[src/rtl/if_stage.sv]
// Instruction-fetch stage: owns the PC, runs one-outstanding-request fetches to instruction
// memory and fills the IF/ID register, with a one-entry hold buffer for responses during stalls.
module if_stage #(
    parameter logic [31:0] RESET_PC = 32'h0000_0000
) (
    input  logic        clk,
    input  logic        rst,
    output logic        o_IM_req,
    output logic [31:0] o_IM_addr,
    input  logic        i_IM_ready,
    input  logic        i_IM_valid,
    input  logic [31:0] i_IM_data,
    input  logic        i_IF_ctrl_Stall,
    input  logic        i_IF_ctrl_PCSrc,
    input  logic [31:0] i_IF_data_BranchTarget,
    output logic [31:0] o_ID_data_instruction,
    output logic        o_ID_valid,
    output logic [31:0] o_EX_data_PCNext
);

    typedef enum logic [1:0] {StReq, StWait, StHold, StDiscard} state_t;

    state_t      state_q, state_d;
    logic [31:0] pc_q, pc_d;
    logic [31:0] hold_instr_q, hold_instr_d;
    logic [31:0] hold_pcnext_q, hold_pcnext_d;
    logic        hold_valid_q, hold_valid_d;
    logic [31:0] id_instr_q, id_instr_d;
    logic [31:0] id_pcnext_q, id_pcnext_d;
    logic        id_valid_q, id_valid_d;
    logic [31:0] pc_plus4;
    logic        accept;

    assign pc_plus4  = pc_q + 32'd4;
    assign o_IM_req  = (state_q == StReq) && !rst;
    assign o_IM_addr = pc_q;
    assign accept    = o_IM_req && i_IM_ready;

    assign o_ID_data_instruction = id_instr_q;
    assign o_ID_valid            = id_valid_q;
    assign o_EX_data_PCNext      = id_pcnext_q;

    always_comb begin
        state_d       = state_q;
        pc_d          = pc_q;
        hold_instr_d  = hold_instr_q;
        hold_pcnext_d = hold_pcnext_q;
        hold_valid_d  = hold_valid_q;
        id_instr_d    = id_instr_q;
        id_pcnext_d   = id_pcnext_q;
        // Without a load this cycle IF/ID becomes a bubble unless decode is stalled.
        id_valid_d    = i_IF_ctrl_Stall ? id_valid_q : 1'b0;

        if (i_IF_ctrl_PCSrc) begin
            // Redirect beats stall; any response still owed must be dropped in StDiscard.
            pc_d         = i_IF_data_BranchTarget;
            id_valid_d   = 1'b0;
            hold_valid_d = 1'b0;
            case (state_q)
                StReq:     state_d = accept ? StDiscard : StReq;
                StWait:    state_d = i_IM_valid ? StReq : StDiscard;
                StHold:    state_d = StReq;
                StDiscard: state_d = i_IM_valid ? StReq : StDiscard;
                default:   state_d = StReq;
            endcase
        end else begin
            case (state_q)
                StReq: begin
                    if (accept) state_d = StWait;
                end
                StWait: begin
                    if (i_IM_valid) begin
                        if (!i_IF_ctrl_Stall) begin
                            id_instr_d  = i_IM_data;
                            id_pcnext_d = pc_plus4;
                            id_valid_d  = 1'b1;
                            pc_d        = pc_plus4;
                            state_d     = StReq;
                        end else begin
                            hold_instr_d  = i_IM_data;
                            hold_pcnext_d = pc_plus4;
                            hold_valid_d  = 1'b1;
                            state_d       = StHold;
                        end
                    end
                end
                StHold: begin
                    if (!i_IF_ctrl_Stall) begin
                        id_instr_d   = hold_instr_q;
                        id_pcnext_d  = hold_pcnext_q;
                        id_valid_d   = 1'b1;
                        hold_valid_d = 1'b0;
                        pc_d         = pc_plus4;
                        state_d      = StReq;
                    end
                end
                StDiscard: begin
                    if (i_IM_valid) state_d = StReq;
                end
                default: state_d = StReq;
            endcase
        end
    end

    always_ff @(posedge clk) begin
        if (rst) begin
            state_q       <= StReq;
            pc_q          <= RESET_PC;
            hold_instr_q  <= 32'd0;
            hold_pcnext_q <= 32'd0;
            hold_valid_q  <= 1'b0;
            id_instr_q    <= 32'd0;
            id_pcnext_q   <= 32'd0;
            id_valid_q    <= 1'b0;
        end else begin
            state_q       <= state_d;
            pc_q          <= pc_d;
            hold_instr_q  <= hold_instr_d;
            hold_pcnext_q <= hold_pcnext_d;
            hold_valid_q  <= hold_valid_d;
            id_instr_q    <= id_instr_d;
            id_pcnext_q   <= id_pcnext_d;
            id_valid_q    <= id_valid_d;
        end
    end

endmodule

[config.mk]
export PLATFORM = sky130hd
export DESIGN_NAME = if_stage
export DESIGN_NICKNAME = d
export VERILOG_FILES = /design/src/rtl/if_stage.sv
export SDC_FILE = /design/constraint.sdc
export NUM_CORES = 1
export LEC_CHECK = 0
export CELL_PAD_IN_SITES_DETAIL_PLACEMENT = 0
export CELL_PAD_IN_SITES_GLOBAL_PLACEMENT = 1
export CORE_MARGIN = 8
export CORE_UTILIZATION = 41
export DETAILED_ROUTE_END_ITERATION = 7
export PLACE_DENSITY_LB_ADDON = 0.25
export REMOVE_ABC_BUFFERS = 1
export SYNTH_ARGS = -nofsm -noshare
export SYNTH_HDL_FRONTEND = slang
export SYNTH_SLANG_ARGS = --single-unit
[constraint.sdc]
create_clock -name clk -period 5.2 [get_ports clk]
set_clock_uncertainty 0.05 [all_clocks]
set_input_delay 1.04 -clock clk [delete_from_list [all_inputs] [get_ports clk]]
set_output_delay 1.04 -clock clk [all_outputs]
set_load 0.02 [all_outputs]
* Yosys cells after proc, flatten, opt, wreduce, memory -nomap -nowiden
Index checks and enable logic that the tools add are counted.
** Word-level totals
- Bits of input ports :: 70
- Flip-flop bits (word level) :: 163
** Cells by class
- $add $sub $neg :: 1
- Muxes and demuxes :: 26
- Equal/unequal tests :: 10
- Reductions and logical operators :: 12
- Bitwise logic cells :: 1
** Operators with widths (count)
- two-way mux 32 bit :: 9
- case mux 32 bit (2 select lines) :: 3
- adder 32 x 3 -> 32 bit (second input constant) :: 1
- two-way mux 2 bit :: 8
- != test 3 bit (second input constant) :: 4
- case mux 2 bit (4 select lines) :: 1
- AND reduction 4 bit :: 2
- != test 2 bit (second input constant) :: 3
- case mux 2 bit (3 select lines) :: 1
- AND reduction 5 bit :: 1
- == test 2 bit (second input constant) :: 2
- OR reduction 2 bit :: 2
- two-way mux 1 bit :: 3
- nonzero test 3 bit :: 1
- == test 2 x 1 -> 1 bit (second input constant) :: 1
- logical AND 1 bit :: 2
- zero test 2 bit :: 1
- case mux 1 bit (2 select lines) :: 1
- AND reduction 2 bit :: 1
- nonzero test 2 bit :: 1
- zero test 1 bit :: 1
- inverter 1 bit :: 1

* Depth between registers and ports, before layout
- Depth in word-level cells :: 6
- Depth in mapped cells :: 9

* Least setup slack after synthesis
No wires, ideal clock.
- Path type :: input to output
- Start :: input rst
- End :: output o_IM_req
- Arrival time :: 1.866 ns
- Stages on the path :: 4
- Setup slack :: 2.244 ns
- Cell sequence :: clkbuf_1 -> buf_4 -> clkbuf_1 -> nor2_1
** On the way
- Word-level cells in the longest chain between the ends :: 2
** Ends and longest elaborated chain
- start: declaration :: RTL line 7 : input logic rst,
- zero test 1 bit :: RTL line 35 : assign o_IM_req = (state_q == StReq) && !rst;
- logical AND 1 bit :: RTL line 35
- end: declaration :: RTL line 8 : output logic o_IM_req,
No other way between the ends.

* Worst setup path in the final report
- Start :: input i_IM_valid
- End :: register id_pcnext_q[29] (netlist: o_EX_data_PCNext[29])
** On the way
- Word-level cells in the longest chain between the ends :: 2
** Ends and longest elaborated chain
- start: declaration :: RTL line 11 : input logic i_IM_valid,
- != test 2 bit (no source line)
- AND reduction 5 bit (no source line)
- end signal: assignment :: RTL line 122 : id_pcnext_q <= id_pcnext_d;
- end: declaration :: RTL line 29 : logic [31:0] id_pcnext_q, id_pcnext_d;
No other way between the ends.
A chain may end at the register's enable or synchronous reset.

==> summary.txt <==
Synth Area per Inst -> 8.59 sq um
root buffer cell -> clkbuf_16
pin count of the biggest net entering global routing -> 74
number of global-route vias before repair -> 6415
vias per cell -> 5.34
Post-CTS Setup Bufs -> 0
die area -> 23200 sq um
Final TNS setup -> 0 ns
post-layout min period -> 3.17 ns
top_reg_cell synth -> dfxtp_1
final std cells w/o fill -> 1253
sequential fraction of the synthesis area -> 42.8%
Buffers on Ports -> 167
clock buffer depth -> 2
Post-synth EDFFs -> 0
DIE WIDTH -> 152 microns
Cell variety after synth -> 60
Area growth, synth to finish -> 30.3%
post-synthesis mux area share -> 5.40%
FMAX -> 0.315 GHz
Crit Path Max Fanout -> 60
Synth area leaders -> dfxtp_1 43%, a211oi_1 6.6%, nand2_1 5.4%
WP data arrival -> 3.45 ns
Power per Cell Area -> 343 nW/um^2
Slew @ Worst Pin -> 1.05 ns
Async S/R FF share, synth -> 0%
CP endpoint kind -> flop
Resize count post-CTS -> 0
first-pass GRT wire length -> 35500 microns
most frequent cells in the layout -> 166 x clkdlybuf4s50_1, 163 x dfxtp_1, 110 x nand2_1
Num CTS Buffers -> 17
die height -> 152 microns
Ant. Diodes -> 0
initial DRC count -> 372
final setup violation count -> 0
final worst-path cycle share -> 61.0%
cell count after placement -> 1222
initial antenna violation count -> 0
Synth Area in Compound Gates -> 17.7%
synthesized area -> 7620 sq um
cell accounting for the most synthesized area -> dfxtp_1
layout cell share with drive strength beyond 1 -> 7.65%
area taken by flip-flops and latches -> 3260 sq um
Multi-input gate area -> 3970 sq um
average wire per standard cell -> 17.6 microns
YS warnings -> 0
static leakage -> 3.30 nW
HP Class -> flop to flop
DR DRC count -> 0
worst relative slew slack -> 29.6%
Detail Route Antenna Nets -> 0
Initial Utilization -> 41.3%
setup slack at placement -> 1.57 ns
WP data required -> 5.48 ns
placed wire-length estimate -> 14800 microns
final worst slack -> 2.03 ns
drt first pass iters -> 5
total grt overflow -> 0
critical path launch point type -> input pin
commonest non-fill, non-tap cell in the layout -> clkdlybuf4s50_1
largest family of logic cells by synthesized area -> simple AND/OR/NAND/NOR gates
DRT Wirelength -> 22000 microns
flip-flop and latch count after synthesis -> 163
Final Hold Vio Count -> 0
Core Box Area -> 18500 sq um
CTS tree -> done
Hold-fix buffers, CTS -> 0
run status -> complete, no violations
Nets -> 1083
latest clock arrival within the worst-skew pair -> 0.42 ns
row cnt -> 50
# IOs -> 168
simple-gate area share of the yosys netlist -> 21.4%
type of the worst setup path -> input pin to flop
post-synth top area share -> 42.8%
clk sinks -> 163
gpl congestion -> 0.780
max-slew violation count -> 0
number of max-capacitance violations reported -> 0
htree depth -> 4
Clock Pin Slew Worst Setup and Hold Paths -> 0.06 ns
Max VDD drop -> 0.225 mV
via count -> 6690
post-synthesis adder-cell area fraction -> 0.986%
Overall Global Routing Usage -> 18.6%
RSZ-0062 raised after global routing -> false
XOR/XNOR share of the synthesized area -> 6.21%
Cells after Synth -> 887
fillcell total -> 1740
kinds of logic after synthesis:
group,Yosys count
AND/OR/NAND/NOR,324
AO/OA/AOI/OAI,210
flip-flops,163
buffers and inverters,89
XOR/XNOR,54
multiplexers,41
adder cells (fa/ha/maj),6
synth_stat cells (6+ instances only):
| master | number |
|---|---|
| nand2_1 | 110 |
| nor2_1 | 97 |
| nand4_1 | 28 |
| nor3_1 | 16 |
| o21ai_0 | 27 |
| buf_4 | 9 |
| nand3_1 | 21 |
| dfxtp_1 | 163 |
| ha_1 | 6 |
| xnor2_1 | 25 |
| o211ai_1 | 8 |
| o22ai_1 | 10 |
| xor2_1 | 29 |
| a211oi_1 | 67 |
| nand2b_1 | 8 |
| nor4_2 | 11 |
| a21boi_0 | 9 |
| clkbuf_1 | 48 |
| mux2i_1 | 40 |
| a21oi_1 | 66 |
| buf_2 | 17 |
routing by layer:
metal | routed length [microns] | track usage [%] | vias to the layer above
li1 | - | - | 3384
met2 | 9970 | 29.8 | 191
met5 | 0 | 0 | -
met3 | 1400 | 5.22 | 17
met1 | 10400 | 24.0 | 3098
met4 | 268 | 5.38 | 0
critical path, cell delays in order:
cell,delay (ns)
clkdlybuf4s50_1,0.57
inv_2,0.09
a21oi_1,0.13
buf_4,0.22
o21a_4,0.41
buf_4,0.59
o21ai_0,0.15
a211oi_1,0.22
area by class of cell:
type | count | area share, %
clock buffer | 20 | 4.70
timing repair buffer | 181 | 17.9
inverter | 9 | 0.340
tap | 234 | 2.95
sequential | 163 | 32.9
clock inverter | 11 | 1.29
multi-input combinational | 635 | 40.0
where the power goes:
| group | total, W | switching (W) | internal, W |
|---|---|---|---|
| registers | 0.00142 | 0.0000760 | 0.00134 |
| clock network | 0.00126 | 0.000518 | 0.000746 |
| logic | 0.000723 | 0.000406 | 0.000317 |
path summary, 6_finish.rpt:
| kind | from | endpoint | slack [ns] | cells after the start |
|---|---|---|---|---|
| worst max-delay path | i_IM_valid | o_EX_data_PCNext[29]$_SDFFE_PP0P_ | 2.03 | 8 |
| worst max register to register | state_q[0]$_SDFFE_PP0P_ | o_IM_addr[23]$_SDFFE_PP0P_ | 2.38 | 7 |
| worst min register to register | o_EX_data_PCNext[7]$_SDFFE_PP0P_ | o_EX_data_PCNext[7]$_SDFFE_PP0P_ | 0.40 | 2 |
| worst min-delay path | o_EX_data_PCNext[7]$_SDFFE_PP0P_ | o_EX_data_PCNext[7]$_SDFFE_PP0P_ | 0.40 | 2 |
flip-flops by register name, summed over array words and instances, names as in the netlist:
register               cells
o_EX_data_PCNext          32
o_ID_data_instruction     32
state_q                    2
o_ID_valid                 1
hold_pcnext_q             32
o_IM_addr                 32
hold_instr_q              32
stage by stage:
stage | utilization, % | hold WS [ns] | total power (W) | instance area, sq um
final | 53.8 | 0.400 | 0.00340 | 9930
after detailed placement | 50.6 | 0.396 | 0.00217 | 9330
after global placement | 50.6 | 0.391 | 0.00216 | 9330
after floorplan | - | 0.380 | 0.00182 | 7230
after CTS | 53.8 | 0.405 | 0.00344 | 9930
after global routing | 53.8 | 0.421 | 0.00356 | 9930
Note: power is estimated with default switching activity, not from simulation.
